`config.mk`:
```
export PLATFORM = sky130hd
export DESIGN_NAME = score_keeper_gen
export DESIGN_NICKNAME = d
export VERILOG_FILES = /design/src/rtl/score_keeper_gen.sv
export SDC_FILE = /design/constraint.sdc
export NUM_CORES = 1
export LEC_CHECK = 0
export CAP_MARGIN = 20
export CELL_PAD_IN_SITES_DETAIL_PLACEMENT = 1
export CELL_PAD_IN_SITES_GLOBAL_PLACEMENT = 1
export CORE_MARGIN = 8
export CORE_UTILIZATION = 40
export CTS_BUF_LIST = sky130_fd_sc_hd__clkbuf_8
export DETAILED_ROUTE_END_ITERATION = 7
export GPL_TIMING_DRIVEN = 0
export PLACE_DENSITY = 0.85
export SLEW_MARGIN = 20
export SYNTH_ARGS = -nofsm -noshare
export SYNTH_HDL_FRONTEND = slang
export SYNTH_SLANG_ARGS = --single-unit
```
`constraint.sdc`:
```
create_clock -name clock -period 3.5 [get_ports clock]
set_clock_uncertainty 0.05 [all_clocks]
set_input_delay 0.7 -clock clock [delete_from_list [all_inputs] [get_ports clock]]
set_output_delay 0.7 -clock clock [all_outputs]
set_load 0.1 [all_outputs]
```
`src/rtl/score_keeper_gen.sv`:
```
// score_keeper_gen: scorer for the binary encryption game.
// Evaluates the player's code against the RNG symbol on each load and keeps
// a saturating multi-digit BCD score, a hit streak with bonus points and a
// lives counter ending in GAME_OVER. It also drives the hit/miss LEDs.
module score_keeper_gen #(
    parameter int SYM_W      = 4,
    parameter int DIGITS     = 2,
    parameter int MAX_LIVES  = 3,
    parameter int STREAK_N   = 3,
    parameter int PENALTY_EN = 0
) (
    input  logic                  clock,
    input  logic                  reset,
    input  logic                  clear,
    input  logic [SYM_W-1:0]      player_toggle,
    input  logic [SYM_W-1:0]      rng_op,
    input  logic                  player_ld,
    input  logic                  rng_load,
    output logic [4*DIGITS-1:0]   score_bcd,
    output logic [3:0]            lives,
    output logic [3:0]            streak,
    output logic                  game_over,
    output logic                  eval_pulse,
    output logic                  ledr_out,
    output logic                  ledg_out
);

    // Three state bits so that encodings 4..7 exist and can be recovered from.
    typedef enum logic [2:0] {
        S_LOAD_WAIT    = 3'd0,
        S_SCORE_CAL    = 3'd1,
        S_WAIT_RNGLOAD = 3'd2,
        S_GAME_OVER    = 3'd3
    } state_t;

    localparam logic [4*DIGITS-1:0] SCORE_MAX  = {DIGITS{4'h9}};
    localparam logic [3:0]          LIVES_INIT = 4'(MAX_LIVES);
    localparam logic [3:0]          STREAK_LIM = 4'(STREAK_N);

    state_t                r_state;
    logic [4*DIGITS-1:0]   r_score;
    logic [3:0]            r_lives;
    logic [3:0]            r_streak;
    logic                  r_game_over;
    logic                  r_pulse;
    logic                  r_ledr;
    logic                  r_ledg;

    state_t                w_state_nxt;
    logic [4*DIGITS-1:0]   w_score_nxt;
    logic [3:0]            w_lives_nxt;
    logic [3:0]            w_streak_nxt;
    logic                  w_pulse_nxt;
    logic                  w_ledr_nxt;
    logic                  w_ledg_nxt;

    logic                  w_hit;
    logic [3:0]            w_streak_inc;
    logic [3:0]            w_lives_dec;
    logic                  w_bonus;

    // BCD add of 1 or 2 with digit-to-digit carry; saturates at all nines.
    function automatic logic [4*DIGITS-1:0] bcd_add(
        input logic [4*DIGITS-1:0] v,
        input logic [1:0]          amt
    );
        logic [4*DIGITS-1:0] r;
        logic [4:0]          d;
        logic [4:0]          dm;
        logic [1:0]          c;
        r = v;
        c = amt;
        for (int i = 0; i < DIGITS; i++) begin
            d  = {1'b0, v[4*i +: 4]} + {3'b000, c};
            dm = d - 5'd10;
            if (d > 5'd9) begin
                r[4*i +: 4] = dm[3:0];
                c = 2'd1;
            end else begin
                r[4*i +: 4] = d[3:0];
                c = 2'd0;
            end
        end
        if (c != 2'd0) begin
            r = SCORE_MAX;
        end
        return r;
    endfunction

    // BCD decrement by 1 with digit-to-digit borrow; floors at zero.
    function automatic logic [4*DIGITS-1:0] bcd_dec(
        input logic [4*DIGITS-1:0] v
    );
        logic [4*DIGITS-1:0] r;
        logic                b;
        r = v;
        b = (v != '0);
        for (int i = 0; i < DIGITS; i++) begin
            if (b) begin
                if (v[4*i +: 4] == 4'd0) begin
                    r[4*i +: 4] = 4'd9;
                end else begin
                    r[4*i +: 4] = v[4*i +: 4] - 4'd1;
                    b = 1'b0;
                end
            end
        end
        return r;
    endfunction

    assign w_hit        = (player_toggle == rng_op);
    assign w_streak_inc = r_streak + 4'd1;
    assign w_lives_dec  = r_lives - 4'd1;
    assign w_bonus      = (STREAK_N != 0) && (w_streak_inc == STREAK_LIM);

    // Next-state and next-value logic for the scoring FSM.
    always_comb begin
        w_state_nxt  = r_state;
        w_score_nxt  = r_score;
        w_lives_nxt  = r_lives;
        w_streak_nxt = r_streak;
        w_pulse_nxt  = 1'b0;
        w_ledr_nxt   = r_ledr;
        w_ledg_nxt   = r_ledg;
        case (r_state)
            S_LOAD_WAIT: begin
                // player_ld wins over a concurrent rng_load here.
                if (player_ld) begin
                    w_state_nxt = S_SCORE_CAL;
                end
            end
            S_SCORE_CAL: begin
                w_pulse_nxt = 1'b1;
                if (w_hit) begin
                    w_ledg_nxt  = 1'b1;
                    w_ledr_nxt  = 1'b0;
                    w_state_nxt = S_WAIT_RNGLOAD;
                    if (w_bonus) begin
                        // Hit plus bonus is a single +2 so carries stay consistent.
                        w_score_nxt  = bcd_add(r_score, 2'd2);
                        w_streak_nxt = 4'd0;
                    end else begin
                        w_score_nxt  = bcd_add(r_score, 2'd1);
                        w_streak_nxt = w_streak_inc;
                    end
                end else begin
                    w_ledr_nxt   = 1'b1;
                    w_ledg_nxt   = 1'b0;
                    w_streak_nxt = 4'd0;
                    w_lives_nxt  = w_lives_dec;
                    if (PENALTY_EN != 0) begin
                        w_score_nxt = bcd_dec(r_score);
                    end
                    if (w_lives_dec == 4'd0) begin
                        w_state_nxt = S_GAME_OVER;
                    end else begin
                        w_state_nxt = S_LOAD_WAIT;
                    end
                end
            end
            S_WAIT_RNGLOAD: begin
                // Wait for the RNG to finish loading; a held player_ld is ignored.
                if (!rng_load) begin
                    w_state_nxt = S_LOAD_WAIT;
                end
            end
            S_GAME_OVER: begin
                // Everything frozen until reset or clear.
            end
            default: begin
                // Corrupted state register: behave as a reset.
                w_state_nxt  = S_LOAD_WAIT;
                w_score_nxt  = '0;
                w_lives_nxt  = LIVES_INIT;
                w_streak_nxt = 4'd0;
                w_ledr_nxt   = 1'b0;
                w_ledg_nxt   = 1'b0;
            end
        endcase
    end

    // State and datapath registers; reset and clear share top priority.
    always_ff @(posedge clock) begin
        if (!reset || clear) begin
            r_state     <= S_LOAD_WAIT;
            r_score     <= '0;
            r_lives     <= LIVES_INIT;
            r_streak    <= 4'd0;
            r_game_over <= 1'b0;
            r_pulse     <= 1'b0;
            r_ledr      <= 1'b0;
            r_ledg      <= 1'b0;
        end else begin
            r_state     <= w_state_nxt;
            r_score     <= w_score_nxt;
            r_lives     <= w_lives_nxt;
            r_streak    <= w_streak_nxt;
            r_game_over <= (w_state_nxt == S_GAME_OVER);
            r_pulse     <= w_pulse_nxt;
            r_ledr      <= w_ledr_nxt;
            r_ledg      <= w_ledg_nxt;
        end
    end

    assign score_bcd  = r_score;
    assign lives      = r_lives;
    assign streak     = r_streak;
    assign game_over  = r_game_over;
    assign eval_pulse = r_pulse;
    assign ledr_out   = r_ledr;
    assign ledg_out   = r_ledg;

endmodule
```
==> reports/metrics.cfg <==
[cts]
clockBufferDepth = 2
cts.repair_timing.setup_buffer_count = 0
cts_made_buffers = 3
ctsRootBufferMaster = clkbuf_8
clk-insertion-delay-late_ps = 270
clock-sinks = 23
cts_tree = done
h-tree-depth = 1
path_clk_slew_ps = 80

[die]
dieHeight_um = 83.3
core_area_sq_um = 4350
starting_density = 0.416
die_area_sq_um = 6930
dieWidth_um = 83.3
pin_count = 33
placement_rows = 24

[routing]
dr_total_vias = 1735
detail-route-antenna-nets = 0
drt-pass1-iter-count = 4
first_iter_violations = 43
route.final.wire_length_um = 5060
number_of_drc_violations_after_detailed_routing = 0
post_drt_wl_per_cell_um = 16.1
vias_per_cell = 5.53

[sta]
timing.slew.headroom = 0.309
holdWs_ps = 459
setup_repair_after_global_routing_missed_its_margin = false
max_freq_ghz = 0.315
timing.setup.tns_ps = 0
period_needed_ps = 3170
timing.final.crit_share = 0.907
final_max_slew_viol_count = 0
hold_viol_final = 0
setup_viol_count_final = 0
tightestPinTransition_ps = 1030

[cells_and_area]
fillers = 545
insertedDiodeCount = 0
syn_to_final_growth_pct = 25.4
drive_above_1_share = 0.103
finalNetCount = 289
final_cells = 314
multi_input_area_sq_um = 1240
register_area_sq_um = 463
post-route-util = 0.521

[synth]
postSynthAreaPerCell_sq_um = 7.97
yosysTopAreaCell = dfxtp_1
post_synth_most_frequent_cells = dfxtp_1 (23), nor2_1 (23), nand2_1 (20)
mappedNetlistNets = 253
synth_enable_flop_cells = 0
ys_types = 53
synth_async_sr_flop_share = 0
post_synth_inst_count = 227
yosysWarningCount = 0
synth-seq-cells = 23
syn-cell-area_sq_um = 1810
netlist.area_leader.share = 0.254
main_flop_type_after_synthesis = dfxtp_1
post_synth_main_area_contributors = dfxtp_1 (25%), ha_1 (9.0%), xnor2_1 (5.8%)
yosysSeqAreaShare = 0.254

[critical_path]
critical_path_class = reg -> reg
crit_fanout = 8
worstSetupStartpointType = flop
cp.required_ps = 3640
critical_path.endpoint_type = flop
worst_ep_arrival_time_ps = 3320

[flow_run]
max_cap_viol_count = 0

[global_routing]
groute.usage.overall = 0.146
first_global_vias = 1782
total_overflow_reported_by_the_global_router = 0
grt_antenna_before_repair = 0
grt_pass1_wl_um = 8780
largest_net_degree_at_the_start_of_global_routing = 13

[placement]
buffers_on_ports = 32
gp_routability_congestion = 0.832
place.detailed.instances = 311
half_perimeter_wire_length_after_detailed_placement_um = 3890

[power_and_ir_drop]
total_leakage_power_nw = 0.842
power_per_cell_area_nw_per_um2 = 207
maximum_vdd_drop_uv = 179
design_power_total_mw = 0.470

[run_status]
outcome = completed

[worst_hold_path]
tightest_hold_check_type = reg -> reg

[registers in the layout, summed over array words and instances (netlist names)]
register / flops
eval_pulse: 1
lives: 4
ledg_out: 1
score_bcd: 8
r_state: 3
ledr_out: 1
game_over: 1
streak: 4
[layer usage]
metal / vias up / global-route usage / share of wire
met3: 4 / 0.0332 / 0.025
li1: 883 / - / -
met1: 827 / 0.192 / 0.49
met4: 0 / 0.0240 / 0.0047
met5: - / 0 / 0
met2: 21 / 0.236 / 0.48
[layout by cell type, fill, tap and decap left out, types with 2 or more instances in the layout]
cell             count
clkdlybuf4s50_1     32
nor2_1              23
dfxtp_1             21
nand2_1             20
a21oi_1             16
inv_1               15
xnor2_1             11
ha_1                11
nand3_1              9
o21ai_0              8
o21a_1               6
a31oi_1              5
nand2b_1             5
clkbuf_8             4
nor4_1               4
mux2i_1              4
buf_2                3
a211oi_1             3
buf_6                3
o22ai_1              3
a22oi_1              3
xor2_1               3
nor3_1               2
and2_1               2
o32a_1               2
clkbuf_1             2
o211ai_1             2
a21o_1               2
nor2b_1              2
nand3b_1             2
o221ai_1             2
a211o_1              2
and3_1               2
dfxtp_2              2
[per-stage QoR]
stage | worst slack [ps] | instance area (sq um)
after floorplan | 30.0 | 1810
after global placement | 55.8 | 2200
after detailed placement | 47.6 | 2200
after CTS | 35.5 | 2250
after global routing | 77.6 | 2270
final | 326 | 2270
[critical path, stage by stage (launching register included)]
cell     delay [ps]
dfxtp_2         410
inv_1           140
ha_4            340
inv_1            70
ha_1            220
nand3_1         110
a21oi_1          80
o21a_1          190
ha_2            210
ha_1            310
o21a_1          180
o22ai_1         170
o21ai_2         140
o32a_1          360
mux2i_1         130
[cell families after synthesis]
logic type / after synthesis / share of synthesized area
compound gates: 67 / 0.260
xor+xnor: 15 / 0.0726
fa+ha+maj: 13 / 0.0899
buf+inv: 25 / 0.0726
flops: 23 / 0.254
mux: 4 / 0.0221
other cells: 1 / 0.00207
simple gates: 79 / 0.226
[repair_timing]
item / CTS / global route
setup endpoints to repair: 1 / 6
resized for setup: 1 / 5
hold buffers: 0 / 0
pin swaps: 0 / 1
[worst paths after layout]
path / to / cells past startpoint / from / slack, ps
setup / recovery: score_bcd[1] / 14 / score_bcd[0] / 330
setup reg to reg: score_bcd[1] / 14 / score_bcd[0] / 330
hold reg to reg: ledr_out / 1 / ledr_out / 460
hold / removal: ledr_out / 1 / ledr_out / 460
[where the power goes]
part | internal (mW) | switching (mW)
Clock | 0.0786 | 0.0872
Sequential | 0.263 | 0.000892
Combinational | 0.0208 | 0.0203
Total | 0.362 | 0.108
[final cells by class]
| cell class | count | share of cell area |
|---|---|---|
| buffer | 10 | 0.0342 |
| multi-input combinational | 179 | 0.549 |
| clock inverter | 1 | 0.00165 |
| clock buffer | 3 | 0.0182 |
| timing repair buffer | 32 | 0.141 |
| tap | 52 | 0.0287 |
| inverter | 14 | 0.0232 |
| sequential | 23 | 0.204 |
(Power assumes the default switching activity.)
